`config.mk`:
```
export PLATFORM = sky130hd
export DESIGN_NAME = vending_machine_flat
export DESIGN_NICKNAME = d
export VERILOG_FILES = /design/src/rtl/vending_machine_if.sv /design/src/rtl/vending_machine.sv /design/src/flat_wrapper.sv
export SDC_FILE = /design/constraint.sdc
export NUM_CORES = 1
export LEC_CHECK = 0
export CELL_PAD_IN_SITES_DETAIL_PLACEMENT = 1
export CELL_PAD_IN_SITES_GLOBAL_PLACEMENT = 2
export CORE_MARGIN = 8
export CORE_UTILIZATION = 40
export DETAILED_ROUTE_END_ITERATION = 10
export DONT_BUFFER_PORTS = 1
export PLACE_DENSITY_LB_ADDON = 0.1
export SYNTH_ARGS = -nofsm -noshare
export SYNTH_HDL_FRONTEND = slang
export SYNTH_SLANG_ARGS = --single-unit
```
`constraint.sdc`:
```
create_clock -name Clk -period 5.2 [get_ports Clk]
set_input_delay 0.52 -clock Clk [delete_from_list [all_inputs] [get_ports Clk]]
set_output_delay 0.52 -clock Clk [all_outputs]
set_load 0.01 [all_outputs]
```
`src/rtl/vending_machine_if.sv`:
```
// Coin-acceptor inputs and dispenser/display outputs of the candy vending controller.
interface vending_machine_if;
  logic       N;
  logic       D;
  logic       Q;
  logic       Candy;
  logic [5:0] Number;

  modport master (output N, output D, output Q, input Candy, input Number);
  modport slave  (input N, input D, input Q, output Candy, output Number);
endinterface

```
`src/rtl/vending_machine.sv`:
```
// Single-product candy vending controller: accumulates coin credit and dispenses at PRICE.
// Optional VM_COIN_EDGE_EN: a coin counts only on the edge its one-hot pattern first appears.
module vending_machine #(
  parameter int unsigned PRICE = 25
) (
  input  logic              Clk,
  input  logic              Reset,
  vending_machine_if.slave  bus
);

  localparam int unsigned DATA_W  = 6;
  localparam logic [DATA_W-1:0] PRICE_C = DATA_W'(PRICE);

  typedef enum logic {IDLE, DISPENSE} state_t;

  state_t            state_q, state_d;
  logic [DATA_W-1:0] credit_q, credit_d;
  logic [DATA_W-1:0] number_q, number_d;
  logic              candy_q, candy_d;
  logic [2:0]        coin_p0;
  logic [DATA_W-1:0] value;
  logic [DATA_W-1:0] sum;

  function automatic logic [DATA_W-1:0] coin_value(input logic [2:0] c);
    case (c)
      3'b100:  coin_value = DATA_W'(5);
      3'b010:  coin_value = DATA_W'(10);
      3'b001:  coin_value = DATA_W'(25);
      default: coin_value = '0;
    endcase
  endfunction

  assign coin_p0 = {bus.N, bus.D, bus.Q};

`ifdef VM_COIN_EDGE_EN
  logic [2:0] coin_p1;

  always_ff @(posedge Clk or negedge Reset) begin
    if (!Reset) coin_p1 <= '0;
    else        coin_p1 <= coin_p0;
  end

  // A pattern identical to the previous sample is a held coin, not a new insert.
  assign value = (coin_p0 != coin_p1) ? coin_value(coin_p0) : '0;
`else
  logic unused_edge;
  assign unused_edge = 1'b0;
  assign value = coin_value(coin_p0);
`endif

  assign sum = credit_q + value;

  always_ff @(posedge Clk or negedge Reset) begin
    if (!Reset) begin
      state_q  <= IDLE;
      credit_q <= '0;
      number_q <= '0;
      candy_q  <= 1'b0;
    end else begin
      state_q  <= state_d;
      credit_q <= credit_d;
      number_q <= number_d;
      candy_q  <= candy_d;
    end
  end

  always_comb begin
    state_d  = state_q;
    credit_d = credit_q;
    number_d = credit_q;
    candy_d  = 1'b0;
    case (state_q)
      IDLE: begin
        if (value != '0) begin
          if (sum >= PRICE_C) begin
            state_d  = DISPENSE;
            credit_d = '0;
            number_d = sum - PRICE_C;
            candy_d  = 1'b1;
          end else begin
            credit_d = sum;
            number_d = sum;
          end
        end
      end
      DISPENSE: begin
        // Coins arriving on the return edge are dropped.
        state_d  = IDLE;
        credit_d = '0;
        number_d = '0;
      end
      default: begin
        state_d  = IDLE;
        credit_d = '0;
        number_d = '0;
      end
    endcase
  end

  assign bus.Candy  = candy_q;
  assign bus.Number = number_q;

endmodule

```
`src/flat_wrapper.sv`:
```
// flat-port wrapper written by rule: the top's interface ports become plain ports
module vending_machine_flat 
#(
  parameter int unsigned PRICE = 25
)
  (Clk, Reset, bus_N, bus_D, bus_Q, bus_Candy, bus_Number);
  vending_machine_if bus_i ();
  input  logic Clk;
  input  logic Reset;
  input wire logic [$bits(bus_i.N)-1:0] bus_N;
  input wire logic [$bits(bus_i.D)-1:0] bus_D;
  input wire logic [$bits(bus_i.Q)-1:0] bus_Q;
  output wire logic [$bits(bus_i.Candy)-1:0] bus_Candy;
  output wire logic [$bits(bus_i.Number)-1:0] bus_Number;
  assign bus_i.N = bus_N;
  assign bus_i.D = bus_D;
  assign bus_i.Q = bus_Q;
  assign bus_Candy = bus_i.Candy;
  assign bus_Number = bus_i.Number;
  vending_machine #(.PRICE(PRICE)) u_core (.Clk(Clk), .Reset(Reset), .bus(bus_i));
endmodule
```
==> run summary <==
The run finished with clean final reports. The final critical delay including setup and external delays was 2.86 ns; the count of final setup violators was 0. The cell type with the highest occurrence count on the critical path was sky130_fd_sc_hd__ha_1. The tools report the capture point of the worst reg-to-reg path as u_core.bus.Number[0].

For the sum of negative setup slack, the log shows 0 ns. Aggregate global-route resource usage: 12.4%. For this run, design rule violations remaining after detail routing come to 0. The run gives 3 as the TritonCTS buffer count. For this run, the register share of the synthesized area comes to 34.0%. The final count of pins violating max slew was 0; the vias per cell was 6.09.

The vertical die dimension is 64.9 µm, and the starting utilization of the core area is 42.9%. The worst path arrival time was 3.06 ns. STA classifies the critical path startpoint as a primary input.

For the maximum buffer depth of the clock tree, the log shows 2. Cells with a size suffix above 1 make up 12.6% of the layout. The worst hold endpoint is u_core.credit_q[5].

TritonCTS built the clock tree. By area the synthesized netlist is led by sky130_fd_sc_hd__dfrtp_1, sky130_fd_sc_hd__ha_1, sky130_fd_sc_hd__nand2_1, sky130_fd_sc_hd__nor3b_1, sky130_fd_sc_hd__a2111oi_4. Across the VDD grid, the largest voltage drop is 0.207 mV.

Row generation in the floorplan step produced 17 rows. The tools report the area enclosed by the die boundary as 4210 µm². In this run the register-to-register setup slack is 2.59 ns. Counting every net in the synthesized netlist gives 113. For the via count of the first global-routing pass, the log shows 815.

The run gives 45.9% as the final core area utilization. The count of nets left with antenna violations once routing finished came out at 0. Critical path endpoint category: a register. The floorplan step set the die width to 64.9 µm. After global routing the overflow that remains totals 0. The post-synthesis area per instance was 9.67 µm²; the hold slack was 0.523 ns. The count of different cell masters after synthesis is 40.

The final critical-path share of the clock period was 55.0%; the power density over cell area was 480 nW/µm². The number of cells on the worst reg-to-reg path is 8, and the proportion of netlist area held by the largest area contributor is 34.0%. The slew of the pin with the lowest slew margin was 0.613 ns. Type of the worst min-delay path: primary input to register.

The logs give 2450 µm for the overall routed net length and 957 µm² for the cell area after technology mapping. The maximum frequency from static timing analysis is 349 MHz, and the worst clock skew on the final layout is 0.00202 ns. For this run, the detailed router's first-pass iteration total came to 4.

The detailed-placement wirelength estimate came out at 1990 µm. The share of async-settable or async-resettable flops after synthesis is 100%. The number of nets in the layout was 118; the number of synthesized flops with an enable pin was 0.

The required time of the critical path came out at 5.40 ns. Wire length of the first global-routing pass: 4090 µm. The tools report the largest net degree at the start of global routing as 14.

12 I/O pins were placed. The signal on the critical path passes through nor3b_1 > or2_2 > ha_1 > fa_1 > and3_1 > or3_1 > and2_1 > a31oi_4 > ha_1 > o21ai_0. For the clock latency at the later pin of the worst-skew pair, the log shows 0.28 ns. The tools report the instance area after placement as 988 µm². By startpoint and endpoint, the worst setup path is classified as primary input to register. The Yosys step of the flow raised 0 warnings.

Measured against its own limit, the worst slew margin works out to 59.0%. The tools report the initial antenna violation count as 0. The area growth from synthesis to layout is 7.06%. For the number of maximum-capacitance violations, the log shows 0. Setup repair after global routing left no endpoint under its margin. Final-report hold violation count: 0.

The cell with the largest stage delay on the worst path is sky130_fd_sc_hd__fa_1. The tools report the placeable core area as 2230 µm². The logs give 99 for the instance count of the mapped netlist and 798 for the count of vias placed by the detailed router.

The most frequent cell after synthesis was sky130_fd_sc_hd__nand2_1. In this run the static leakage power is 0.500 nW. The congestion estimate from routability-driven global placement came to 0.752. The violation count after the first detailed-routing iteration came out at 17.

The buffer type at the clock tree root was sky130_fd_sc_hd__clkbuf_4. Buffers placed on the I/O ports in this run total 0. Cell type with the largest total area after synthesis: sky130_fd_sc_hd__dfrtp_1. Clock-pin slew reported for the worst setup and hold paths after clock tree synthesis: 0.08 ns. Counting instances in the post-synthesis netlist gives the leading cell types as sky130_fd_sc_hd__nand2_1, sky130_fd_sc_hd__dfrtp_1, sky130_fd_sc_hd__ha_1, sky130_fd_sc_hd__o21ai_0. CTS saw 13 sinks. The largest single stage delay on the critical path is 0.43 ns. The run gives 1020 µm² as the post-route standard cell area excluding fillers. The peak fanout along the critical path is 6.

In this run the critical register-to-register path is launched from u_core.credit_q[0]. In the final routed layout, each cell accounts on average for 18.7 µm. Startpoint of the tightest hold check path: bus_Q.

After synthesis the netlist holds a flip-flop and latch count of 13. The number of H-tree levels was 1; the diode insertion count for antenna repair was 0. Among all flip-flop cells after synthesis, the most frequent one is sky130_fd_sc_hd__dfrtp_1. The worst hold path passes through 2 cells.
[metal layers]
metal / share of wire (%) / up-vias / GRT usage [%]
met3: 6.2 / 0 / 4.81
met5: 0 / - / 0
li1: - / 379 / -
met4: 0 / 0 / 1.63
met1: 44 / 401 / 14.6
met2: 50 / 18 / 21.2
[how the worst max path moves through the flow]
stage	startpoint	end	slack, ns	cells after the start
3_3_place_gp	bus_Q	u_core.bus.Number[0]	2.11	10
6_report	bus_Q	u_core.bus.Number[0]	2.34	10
4_1_cts	bus_Q	u_core.bus.Number[0]	2.34	10
5_1_grt	bus_Q	u_core.bus.Number[0]	2.20	10
3_5_place_dp	bus_Q	u_core.bus.Number[0]	2.05	10
2_1_floorplan	bus_Q	u_core.bus.Number[0]	2.23	10
[cells by family after synthesis]
family,Yosys count,synth area share [%]
XOR/XNOR,3,2.75
multiplexers,1,1.05
AO/OA/AOI/OAI,24,22.9
buffers and inverters,5,1.96
adder cells (fa/ha/maj),9,12.5
AND/OR/NAND/NOR,44,24.8
flip-flops,13,34.0
[repair_timing]
item / 4_1_cts / 5_1_grt
buffers inserted: 0 / 0
endpoints found under the hold margin: 13 / 0
hold buffers: 1 / 0
gates resized for setup: 0 / 0
[area by class of cell]
class	instances	area, µm²
Multi-Input combinational cell	81	613
Tap cell	28	35.0
Inverter	4	15.0
Fill cell	268	1210
Timing Repair Buffer	1	10.0
Sequential cell	13	325
Clock buffer	4	26.3
[worst max-delay path, delay by kind of cell]
family	cells	cell delay, ns
compound gates	2	0.38
fa+ha+maj	3	0.90
simple gates	5	1.25
[metrics by stage]
| stage | worst slack (ns) | std cells | power (mW) |
|---|---|---|---|
| 2_1_floorplan | 2.23 | 99 | 0.362 |
| 3_5_place_dp | 2.05 | 126 | 0.430 |
| 4_1_cts | 2.34 | 131 | 0.497 |
| 5_1_grt | 2.20 | 131 | 0.539 |
| 3_3_place_gp | 2.11 | 126 | 0.427 |
| 6_report | 2.34 | 131 | 0.492 |
[power breakdown]
group	internal [mW]	leakage (nW)	total, mW	switching, mW
sequential	0.135	0.171	0.170	0.0350
combinational	0.101	0.314	0.258	0.157
clock	0.0298	0.0150	0.0634	0.0336
total	0.266	0.500	0.492	0.226
[placed cells by master (no fill, tap or decap), drive strengths merged, types with 2 or more instances in the layout]
cell      n
nor3b     4
nor2      4
clkbuf    4
o211ai    3
o21ai     5
dfrtp    13
or3       2
nor3      3
o2111ai   2
and3      3
o21a      2
xor2      2
and2      2
a21o      2
nand2    15
nand3     3
ha        8
inv       4
or2       3
[sequential cells by signal (all words and copies together), names as in the netlist]
name / flops
u_core.bus.Candy: 1
u_core.credit_q: 6
u_core.bus.Number: 6
(Power assumes the default switching activity.)
